### src/rtl/i2c_addr_tx.sv
// Initiator-side I2C address phase: shifts out 7 address bits plus R/W on bit_tick,
// releases the line for the ACK slot and reports ACK / NACK / timeout as 1-cycle pulses.
module i2c_addr_tx #(
    parameter int unsigned MSB_FIRST   = 0,
    parameter int unsigned ACK_LEVEL   = 1,
    parameter int unsigned ACK_TIMEOUT = 255
) (
    input  logic       clk,
    input  logic       rst,
    input  logic       start,
    input  logic [6:0] addr,
    input  logic       rw,
    input  logic       bit_tick,
    input  logic       ack_valid,
    input  logic       ack_in,
    output logic       tx_out,
    output logic       tx_valid,
    output logic       tx_oe,
    output logic       busy,
    output logic       ack_ok,
    output logic       nack,
    output logic       timeout
);

    typedef enum logic [1:0] {
        S_IDLE,
        S_SHIFT,
        S_WAIT_ACK,
        S_DONE
    } state_t;

    localparam logic [15:0] TO_LAST = 16'(ACK_TIMEOUT - 1);
    localparam logic        ACK_LVL = (ACK_LEVEL != 0);

    state_t      state_q, state_d;
    logic [7:0]  shreg_q, shreg_d;
    logic [3:0]  cnt_q, cnt_d;
    logic [15:0] tocnt_q, tocnt_d;
    logic        tx_out_q, tx_out_d;
    logic        tx_valid_q, tx_valid_d;
    logic        tx_oe_q, tx_oe_d;
    logic        busy_q, busy_d;
    logic        ack_ok_q, ack_ok_d;
    logic        nack_q, nack_d;
    logic        timeout_q, timeout_d;
    logic [6:0]  addr_ord;

    // The shifter always emits bit 0 first, so MSB-first order is a load-time reversal.
    always_comb begin
        addr_ord = addr;
        if (MSB_FIRST != 0) begin
            for (int unsigned i = 0; i < 7; i++) begin
                addr_ord[i] = addr[6 - i];
            end
        end
    end

    always_ff @(posedge clk or posedge rst) begin
        if (rst) begin
            state_q    <= S_IDLE;
            shreg_q    <= '0;
            cnt_q      <= '0;
            tocnt_q    <= '0;
            tx_out_q   <= 1'b1;
            tx_valid_q <= 1'b0;
            tx_oe_q    <= 1'b0;
            busy_q     <= 1'b0;
            ack_ok_q   <= 1'b0;
            nack_q     <= 1'b0;
            timeout_q  <= 1'b0;
        end else begin
            state_q    <= state_d;
            shreg_q    <= shreg_d;
            cnt_q      <= cnt_d;
            tocnt_q    <= tocnt_d;
            tx_out_q   <= tx_out_d;
            tx_valid_q <= tx_valid_d;
            tx_oe_q    <= tx_oe_d;
            busy_q     <= busy_d;
            ack_ok_q   <= ack_ok_d;
            nack_q     <= nack_d;
            timeout_q  <= timeout_d;
        end
    end

    always_comb begin
        state_d = state_q;
        case (state_q)
            S_IDLE:     if (start) state_d = S_SHIFT;
            S_SHIFT:    if (bit_tick && cnt_q == 4'd8) state_d = S_WAIT_ACK;
            S_WAIT_ACK: if (ack_valid || tocnt_q == TO_LAST) state_d = S_DONE;
            S_DONE:     state_d = S_IDLE;
            default:    state_d = S_IDLE;
        endcase
    end

    always_comb begin
        shreg_d    = shreg_q;
        cnt_d      = cnt_q;
        tocnt_d    = tocnt_q;
        tx_out_d   = tx_out_q;
        tx_valid_d = 1'b0;
        tx_oe_d    = tx_oe_q;
        busy_d     = busy_q;
        ack_ok_d   = 1'b0;
        nack_d     = 1'b0;
        timeout_d  = 1'b0;
        case (state_q)
            S_IDLE: begin
                tx_out_d = 1'b1;
                tx_oe_d  = 1'b0;
                busy_d   = 1'b0;
                if (start) begin
                    shreg_d = {rw, addr_ord};
                    cnt_d   = '0;
                    busy_d  = 1'b1;
                    tx_oe_d = 1'b1;
                end
            end
            S_SHIFT: begin
                if (bit_tick) begin
                    if (cnt_q < 4'd8) begin
                        tx_out_d   = shreg_q[0];
                        shreg_d    = {1'b0, shreg_q[7:1]};
                        tx_valid_d = 1'b1;
                        cnt_d      = cnt_q + 4'd1;
                    end else begin
                        // Tick after bit 7 opens the ACK slot: release the line.
                        tx_oe_d  = 1'b0;
                        tx_out_d = 1'b1;
                        tocnt_d  = '0;
                    end
                end
            end
            S_WAIT_ACK: begin
                tx_oe_d = 1'b0;
                if (ack_valid) begin
                    if (ack_in == ACK_LVL) ack_ok_d = 1'b1;
                    else                   nack_d   = 1'b1;
                end else if (tocnt_q == TO_LAST) begin
                    nack_d    = 1'b1;
                    timeout_d = 1'b1;
                end else if (tocnt_q != '1) begin
                    tocnt_d = tocnt_q + 16'd1;
                end
            end
            S_DONE: begin
                tx_out_d = 1'b1;
                tx_oe_d  = 1'b0;
                busy_d   = 1'b0;
            end
            default: begin
                tx_out_d = 1'b1;
                tx_oe_d  = 1'b0;
                busy_d   = 1'b0;
            end
        endcase
    end

    assign tx_out   = tx_out_q;
    assign tx_valid = tx_valid_q;
    assign tx_oe    = tx_oe_q;
    assign busy     = busy_q;
    assign ack_ok   = ack_ok_q;
    assign nack     = nack_q;
    assign timeout  = timeout_q;

endmodule
### config.mk
export PLATFORM = sky130hd
export DESIGN_NAME = i2c_addr_tx
export DESIGN_NICKNAME = d
export VERILOG_FILES = /design/src/rtl/i2c_addr_tx.sv
export SDC_FILE = /design/constraint.sdc
export NUM_CORES = 1
export LEC_CHECK = 0
export ABC_CLOCK_PERIOD_IN_PS = 2200
export BUFFER_PORTS_ARGS = -buffer_cell sky130_fd_sc_hd__buf_2
export CAP_MARGIN = 0
export CELL_PAD_IN_SITES_DETAIL_PLACEMENT = 1
export CELL_PAD_IN_SITES_GLOBAL_PLACEMENT = 1
export CORE_MARGIN = 8
export CORE_UTILIZATION = 45
export DETAILED_ROUTE_END_ITERATION = 6
export PLACE_DENSITY = 0.82
export REMOVE_ABC_BUFFERS = 1
export SLEW_MARGIN = 0
export SYNTH_ARGS = -nofsm -noshare
export SYNTH_HDL_FRONTEND = slang
export SYNTH_SLANG_ARGS = --single-unit
### constraint.sdc
create_clock -name clk -period 2.2 [get_ports clk]
set_input_delay 0.11 -clock clk [delete_from_list [all_inputs] [get_ports clk]]
set_output_delay 0.11 -clock clk [all_outputs]
set_load 0.1 [all_outputs]
== Yosys cells after proc, flatten, opt, wreduce, memory -nomap -nowiden ==
Index checks and enable logic that the tools add are counted.

* Bits in registers: 37
* Bits of input ports: 14
* Output and inout bits: 7
* Logic and storage cells: 81

* Add/sub/neg operators: 2
* Magnitude comparators: 1
* Eq/ne operators: 15
* Mux-type cells: 38
* Reduce and logical (&&, ||, !) cells: 14

{| class="wikitable"
|+ Operator list
! kind !! number
|-
| $mux 16 || 5
|-
| $pmux 16 s2 || 1
|-
| $mux 8 || 3
|-
| $ne 2x2->1 const B || 9
|-
| $mux 1 || 17
|-
| $add 16x1->16 const B || 1
|-
| $eq 16x8->1 const B || 1
|-
| $ne 16x16->1 const B || 1
|-
| $pmux 8 s2 || 1
|-
| $mux 4 || 3
|-
| $pmux 2 s4 || 1
|-
| $pmux 4 s2 || 1
|-
| $reduce_bool 2->1 || 4
|-
| $mux 2 || 3
|-
| $reduce_and 6->1 || 1
|-
| $add 4x1->4 const B || 1
|-
| $eq 2x2->1 const B || 2
|-
| $eq 4x4->1 const B || 1
|-
| $lt 4x4->1 const B || 1
|-
| $pmux 1 s2 || 2
|-
| $reduce_and 2->1 || 2
|-
| $reduce_and 4->1 || 1
|-
| $reduce_or 2->1 || 2
|-
| $pmux 1 s3 || 1
|-
| other kinds (5) || 5
|}

== Logic depth before layout (Yosys ltp) ==
Gate-level depths: netlist of run 1.

* Depth after elaboration: 5
* Gate-level depth with buffers: 8

== Worst setup path before layout of run 1 ==
OpenSTA, ideal clock, no wires.

* Path kind: register to register
* From: register state_q[1]
* To: register tocnt_q[15]
* Data arrival time: 1904 ps
* Slack: 226 ps
* Stages on the path, launching flop included: 8
* Path buffers: 0
* Clock period less this slack: 1974 ps
* Path through: dfrtp_1 > inv_1 > ha_1 > a21boi_4 > a211o_1 > or3_1 > or4_1 > nand3_1

* Cells in the longest elaborated chain, start to end: 3
* Elaborated cells between the ends (all ways): 10

{| class="wikitable"
|+ RTL lines
! what !! line !! RTL
|-
| from (decl) || 35 || <nowiki>state_t state_q, state_d;</nowiki>
|-
| from (signal assigned) || 72 || <nowiki>state_q <= state_d;</nowiki>
|-
| $eq 2x2->1 / $eq 2x1->1 (equally long branches) || 108 || <nowiki>case (state_q)</nowiki>
|-
| $ne 2x2->1 (no line) / $reduce_bool 2->1 (equally long branches) || - ||
|-
| $reduce_and 6->1 (no line) || - ||
|-
| to (signal assigned) || 75 || <nowiki>tocnt_q <= tocnt_d;</nowiki>
|-
| to (decl) || 38 || <nowiki>logic [15:0] tocnt_q, tocnt_d;</nowiki>
|}

Parallel ways exist; a longest one is shown, timed or not.
A chain may end at the register's enable or synchronous reset.

== Final worst setup path of run 1 ==
Ends and elaborated chain as after synthesis.

==> results of run 1 <==
[registers in the layout, indices dropped and copies added (netlist names)]
name / flops
ack_ok: 1
busy: 1
cnt_q: 4
nack: 1
shreg_q: 8
state_q: 2
timeout: 1
tocnt_q: 16
tx_oe: 1
tx_out: 1
tx_valid: 1
[cells by family (layout without fill, tap and decap cells)]
kind of cell | Yosys count | count (layout)
adders and majority gates | 9 | 9
AOI/OAI and AO/OA | 54 | 54
buffers and inverters | 21 | 53
muxes | 10 | 10
and+or+nand+nor | 90 | 90
DFF | 37 | 37
[routing by layer]
layer,GRT usage [%],vias to the layer above
met5,0,-
met4,5.34,0
met3,3.41,5
met2,28.5,28
met1,20.4,916
li1,-,894
[tightest hold or removal path, delay by kind of cell]
kind,cells,cell delay [ns]
buffers and inverters,1,0.08
and+or+nand+nor,1,0.07
AOI/OAI and AO/OA,1,0.07
[power by group through the flow]
stage	Clock [mW]	Sequential (mW)	Combinational [mW]
3_5_place_dp	0	1.14	1.57
4_1_cts	0.748	1.13	1.58
6_report	0.730	1.14	1.57
2_1_floorplan	0	1.32	0.848
5_1_grt	0.772	1.18	1.73
3_3_place_gp	0	1.12	1.51
[final cells by class]
class                      count  area (um2)
sequential                    37         927
tap                           54        67.6
clock inverter                 3        68.8
clock buffer                   5        68.8
inverter                      12        47.5
multi-input combinational    163        1110
fill                         544        2140
timing repair buffer          33         200
[cell usage in the layout, fill, tap and decap left out, types with 2 or more instances in the layout]
master / netlist / layout
o41ai_1: 4 / 4
dfrtp_1: 36 / 36
o21ai_0: 8 / 8
nand2b_1: 3 / 3
and3b_1: 2 / 2
nor2_1: 13 / 13
nand3_1: 16 / 16
o22ai_1: 3 / 3
bufinv_16: 0 / 2
mux2_2: 3 / 3
nand2_1: 20 / 20
nor3_1: 2 / 2
or2_1: 2 / 2
a21oi_1: 12 / 12
clkbuf_8: 0 / 5
o211ai_1: 4 / 4
nor4_1: 4 / 4
and3_1: 2 / 2
o311ai_1: 6 / 6
and2_1: 3 / 3
or3_1: 2 / 2
nand4_1: 9 / 9
or4_1: 4 / 4
mux2i_1: 7 / 7
and4_1: 3 / 3
buf_4: 0 / 12
buf_2: 2 / 20
o21ai_1: 2 / 2
inv_1: 11 / 11
ha_1: 9 / 8
[how the worst max path moves through the flow]
stage | endpoint | slack (ns)
2_1_floorplan | tocnt_q[15]$_DFFE_PP0P_ | -0.12
3_3_place_gp | tocnt_q[9]$_DFFE_PP0P_ | 0.23
3_5_place_dp | tocnt_q[15]$_DFFE_PP0P_ | 0.14
4_1_cts | tocnt_q[15]$_DFFE_PP0P_ | 0.07
5_1_grt | tocnt_q[9]$_DFFE_PP0P_ | 0.003
6_report | tocnt_q[15]$_DFFE_PP0P_ | 0.06
[through the flow]
| stage | util (%) | total power [mW] | worst slack (ns) | TNS [ns] |
|---|---|---|---|---|
| 3_3_place_gp | 50.5 | 2.63 | 0.231 | 0 |
| 2_1_floorplan | - | 2.17 | -0.116 | -0.116 |
| 4_1_cts | 53.7 | 3.46 | 0.0684 | 0 |
| 5_1_grt | 53.8 | 3.68 | 0.00293 | 0 |
| 3_5_place_dp | 50.5 | 2.71 | 0.136 | 0 |
| 6_report | 53.8 | 3.43 | 0.0567 | 0 |
[what timing repair did]
| item | in CTS | in global routing |
|---|---|---|
| endpoints found under the hold margin | 36 | 0 |
| endpoints found under the setup margin | 0 | 7 |
| hold buffers | 1 | 0 |
| resized for setup | 0 | 2 |
==> impl_metrics.py, run 1 <==
metrics = {
    "route": {
        "met2_length_um": 2800,
        "post_drt_wl_per_cell_um": 18.1,
        "drt-pass1-iter-count": 4,
        "highest_layer": "met4",
        "ant_nets": 0,
        "drt_wl_total_um": 5560,
        "route.met3.wl_um": 170,
        "drt_first_iter_violations": 106,
        "via_per_inst": 6.00,
        "drc_errors": 0,
        "num_vias": 1843,
        "m1WireLength_um": 2530,
    },
    "min_path": {
        "min_path_cells": 3,
        "hp-start": "rw",
        "hp-class": "input pin to flip-flop",
        "hold_end": "shreg_q[7]$_DFFE_PP0P_",
    },
    "critical_path": {
        "critPathMaxStageDelay_ns": 0.43,
        "path_class": "flip-flop to flip-flop",
        "rr_worst_depth": 7,
        "cp-startpoint": "state_q[1]$_DFFE_PP0P_",
        "crit_path_start_kind": "flip-flop",
        "crit_buf_inv": 1,
        "rrSetupSlack_ns": 0.06,
        "slowest_stage": "or4_1",
        "cp.required_ns": 2.44,
        "cp.depth": 7,
        "crit_chain": "inv_1 > ha_1 > a21boi_4 > a211o_1 > or3_1 > or4_1 > nand3_1",
        "cp_max_fo": 5,
        "r2r-end": "tocnt_q[15]$_DFFE_PP0P_",
        "crit_path_end_kind": "flip-flop",
        "crit-reg2reg-launch": "state_q[1]$_DFFE_PP0P_",
        "path_delay_family": "simple AND/OR/NAND/NOR gates",
        "cp.arrival_ns": 2.38,
    },
    "clock_network": {
        "insertion_delay_ns": 0.30,
        "cts_max_path_buffers": 2,
        "cts_tree": "yes",
        "cts_root_buffer": "clkbuf_8",
        "cts_setup_buffers": 0,
        "cts_buffers": 5,
        "h-tree-depth": 2,
        "cts_sinks": 37,
        "clk_pin_slew_ns": 0.09,
    },
    "floorplan": {
        "dieArea_um2": 7170,
        "core_um2": 4630,
        "die_width_um": 84.7,
        "rows": 25,
        "initial_core_util_pct": 45.9,
        "fp.dieH_um": 84.7,
        "io_pins": 21,
    },
    "pwr": {
        "p_seq_share_pct": 33.1,
        "p_switching_mw": 1.50,
        "power_frac_comb_pct": 45.6,
        "p_clk_share_pct": 21.3,
        "peakVddDrop_uv": 537,
        "power_density_nw_per_um2": 1380,
        "p_leak_nw": 1.11,
        "switching_share_pct": 43.7,
        "intPower_mw": 1.93,
    },
    "sta": {
        "final.period_utilization_pct": 97.4,
        "setup_viol": 0,
        "skew_ns": 0.00844,
        "final_max_slew_viol_count": 0,
        "relSlewSlack_pct": 67.2,
        "worst_pin_slew_ns": 0.496,
        "hold_violations": 0,
        "hold_ws_ns": 0.0678,
        "fmax_ghz": 0.467,
        "period_needed_ns": 2.14,
        "rsz0062_at_grt": "no",
    },
    "yosys": {
        "synth.cell_area_um2": 2120,
        "yosysMostFrequentCell": "dfrtp_1",
        "synth_top_area_share_pct": 42.4,
        "synth_fa_ha_area_share_pct": 5.30,
        "ys_async_sr_fraction_pct": 100,
        "ys_seq_area_share_pct": 43.7,
        "synth_xor_area_share_pct": 0,
        "synth_cells": 221,
        "synth_top_family_by_area": "simple AND/OR/NAND/NOR gates",
        "synth_area_leaders": "dfrtp_1 42%, ha_1 5.3%, nand3_1 3.8%",
        "yosysWarnings": 0,
        "synth_flop_cell": "dfrtp_1",
        "synth_seq_cells": 37,
        "muxShareOfSynthArea_pct": 4.89,
        "avgSynthCellArea_um2": 9.61,
        "synth_compound_area_share_pct": 18.7,
        "synth-simple-area-share_pct": 23.1,
        "yosys.area.top_type": "dfrtp_1",
        "synth_edf_count": 0,
        "synth_cell_types": 51,
        "synth_common_cells": "36 x dfrtp_1, 20 x nand2_1, 16 x nand3_1",
    },
    "final_layout": {
        "instances_no_fill": 307,
        "nets": 275,
        "diodes": 0,
        "drive_gt1_share_pct": 19.8,
        "design_area_um2": 2490,
        "area_growth_pct": 17.2,
    },
    "grt": {
        "grt_pass1_wl_um": 9750,
        "antenna_found_initial": 0,
        "grt_start_max_net_pins": 38,
        "grt_overflow": 0,
        "grt_pass1_vias": 1939,
        "grt_usage_pct": 16.7,
    },
    "placed_design": {
        "gp_congestion": 0.824,
        "io_buffers": 20,
        "place_inst": 298,
        "placed_cell_area_um2": 2340,
        "post-dp-hpwl_um": 3980,
    },
    "run": {
        "max_cap_violations": 0,
    },
    "status": {
        "status": "completed",
    },
}
Note: power is estimated with default switching activity, not from simulation.
==> inputs of run 2 (changes only) <==
CELL_PAD_IN_SITES_GLOBAL_PLACEMENT = 2   (was 1)
CORE_UTILIZATION = 37   (was 45)
PLACE_DENSITY = 0.83   (was 0.82)
==> run 2 against run 1 <==
Net effect: worst setup slack better by 0.050 ns; highest routed layer unchanged; clock power decreased by 16%; sequential share of layout area down 0.41 points; total power down 2.1%; via count is 0.65% higher; critical path depth is 1 higher.
==> impl_metrics.py, run 2 (synthesis gave the netlist of run 1 again) <==
metrics = {
    "clock_network": {
        "cts_buffers": 5,
        "cts_tree": "yes",
        "cts_max_path_buffers": 2,
        "cts_sinks": 37,
        "clk_pin_slew_ns": 0.08,
        "cts_root_buffer": "clkbuf_8",
        "insertion_delay_ns": 0.28,
        "h-tree-depth": 2,
    },
    "final_layout": {
        "nets": 277,
        "instances_no_fill": 327,
        "mostFrequentLayoutCell": "dfrtp_1",
        "largest_register_ffs": 16,
        "largest-register": "tocnt_q",
        "area_growth_pct": 18.5,
        "layout_common_cells": "36 x dfrtp_1, 20 x nand2_1, 20 x buf_2",
        "diodes": 0,
        "drive_gt1_share_pct": 20.4,
        "final_util_pct": 45.4,
        "top_regs": "tocnt_q: 16 flops, shreg_q: 8 flops, cnt_q: 4 flops",
    },
    "sta": {
        "final_max_slew_viol_count": 0,
        "final.period_utilization_pct": 95.1,
        "setup_viol": 0,
        "relSlewSlack_pct": 66.4,
        "period_needed_ns": 2.09,
        "hold_violations": 0,
        "worst_pin_slew_ns": 0.505,
        "skew_ns": 0.0103,
        "fmax_ghz": 0.478,
    },
    "floorplan": {
        "core_um2": 5540,
        "io_pins": 21,
        "rows": 27,
        "fp.dieH_um": 91.8,
        "dieArea_um2": 8420,
        "initial_core_util_pct": 38.3,
        "die_width_um": 91.8,
    },
    "route": {
        "ant_nets": 0,
        "drt-pass1-iter-count": 4,
        "num_vias": 1855,
        "drt_wl_total_um": 5460,
        "drc_errors": 0,
        "drt_first_iter_violations": 57,
        "via_per_inst": 5.67,
        "post_drt_wl_per_cell_um": 16.7,
    },
    "min_path": {
        "hp-class": "input pin to flip-flop",
    },
    "grt": {
        "antenna_found_initial": 0,
        "grt_start_max_net_pins": 38,
        "grt_pass1_vias": 1910,
        "grt_pass1_wl_um": 9470,
        "grt_usage_pct": 13.6,
        "grt_overflow": 0,
    },
    "placed_design": {
        "place_inst": 317,
        "post-dp-hpwl_um": 4010,
        "io_buffers": 20,
        "gp_congestion": 0.806,
    },
    "critical_path": {
        "crit_chain": "inv_1 > ha_1 > a21boi_4 > a211o_4 > buf_4 > or2_0 > o311ai_1 > o41ai_1",
        "path_class": "flip-flop to flip-flop",
        "path_delay_family": "compound AO/OA/AOI/OAI gates",
        "crit_path_end_kind": "flip-flop",
        "crit_buf_inv": 2,
        "cp_max_fo": 6,
        "slowest_stage": "dfrtp_1",
        "critPathMaxStageDelay_ns": 0.39,
        "cp.arrival_ns": 2.25,
        "crit_path_start_kind": "flip-flop",
        "cp.required_ns": 2.36,
    },
    "status": {
        "status": "completed",
    },
    "pwr": {
        "peakVddDrop_uv": 756,
        "p_leak_nw": 1.11,
        "power_density_nw_per_um2": 1330,
    },
    "run": {
        "max_cap_violations": 0,
    },
}
==> run 2: area by class of cell <==
| cell class | count | area (um2) |
|---|---|---|
| flip-flops and latches | 37 | 927 |
| fillers | 653 | 3020 |
| multi-input cells | 163 | 1120 |
| clock buffers | 6 | 82.6 |
| clock inverters | 2 | 37.5 |
| repair buffers | 35 | 215 |
| well taps | 72 | 90.1 |
| inverters | 12 | 47.5 |
==> run 2: where the power goes <==
| part | switching, mW | internal [mW] | total [mW] |
|---|---|---|---|
| clock network | 0.243 | 0.369 | 0.612 |
| registers | 0.220 | 0.909 | 1.13 |
| logic | 1.02 | 0.600 | 1.62 |
==> run 2: path summary, 6_finish.rpt <==
check / startpoint / to / slack, ns / cells past startpoint
max: state_q[1]$_DFFE_PP0P_ / tocnt_q[9]$_DFFE_PP0P_ / 0.11 / 8
min: rw / shreg_q[7]$_DFFE_PP0P_ / 0.07 / 3
max reg2reg: state_q[1]$_DFFE_PP0P_ / tocnt_q[9]$_DFFE_PP0P_ / 0.11 / 8
min reg2reg: busy$_DFFE_PP0P_ / busy$_DFFE_PP0P_ / 0.49 / 2
max in group asynchronous: rst / tx_out$_DFFE_PP1P_ / 1.36 / 4
min in group asynchronous: rst / shreg_q[6]$_DFFE_PP0P_ / 0.49 / 4
==> run 2: metrics by stage <==
| stage | TNS, ns | hold slack (ns) | power [mW] | worst slack (ns) | cell area (um2) |
|---|---|---|---|---|---|
| after floorplan | -0.116 | 0.251 | 2.17 | -0.116 | 2080 |
| after CTS | 0 | 0.0660 | 3.35 | 0.0518 | 2500 |
| final | 0 | 0.0718 | 3.36 | 0.107 | 2520 |
| after global placement | 0 | 0.255 | 2.68 | 0.163 | 2370 |
| after global routing | -0.0110 | 0.0792 | 3.61 | -0.0110 | 2520 |
| after detailed placement | 0 | 0.259 | 2.72 | 0.0790 | 2370 |
==> run 2: repair_timing <==
action | in CTS | in global routing
resized for setup | 0 | 2
endpoints found under the hold margin | 36 | 0
setup buffers | 0 | 1
setup endpoints to repair | 0 | 6
hold buffers | 1 | 0
==> run 2: per-layer routing <==
metal  track usage [%]  routed length (um)
met5                 0                   0
met4              4.43                  81
met2              22.6                2660
met1              16.9                2550
met3              3.26                 175
==> run 2: worst min-delay path, cell delays in order <==
cell	delay, ns
buf_2	0.08
nand3_1	0.06
o21ai_0	0.07
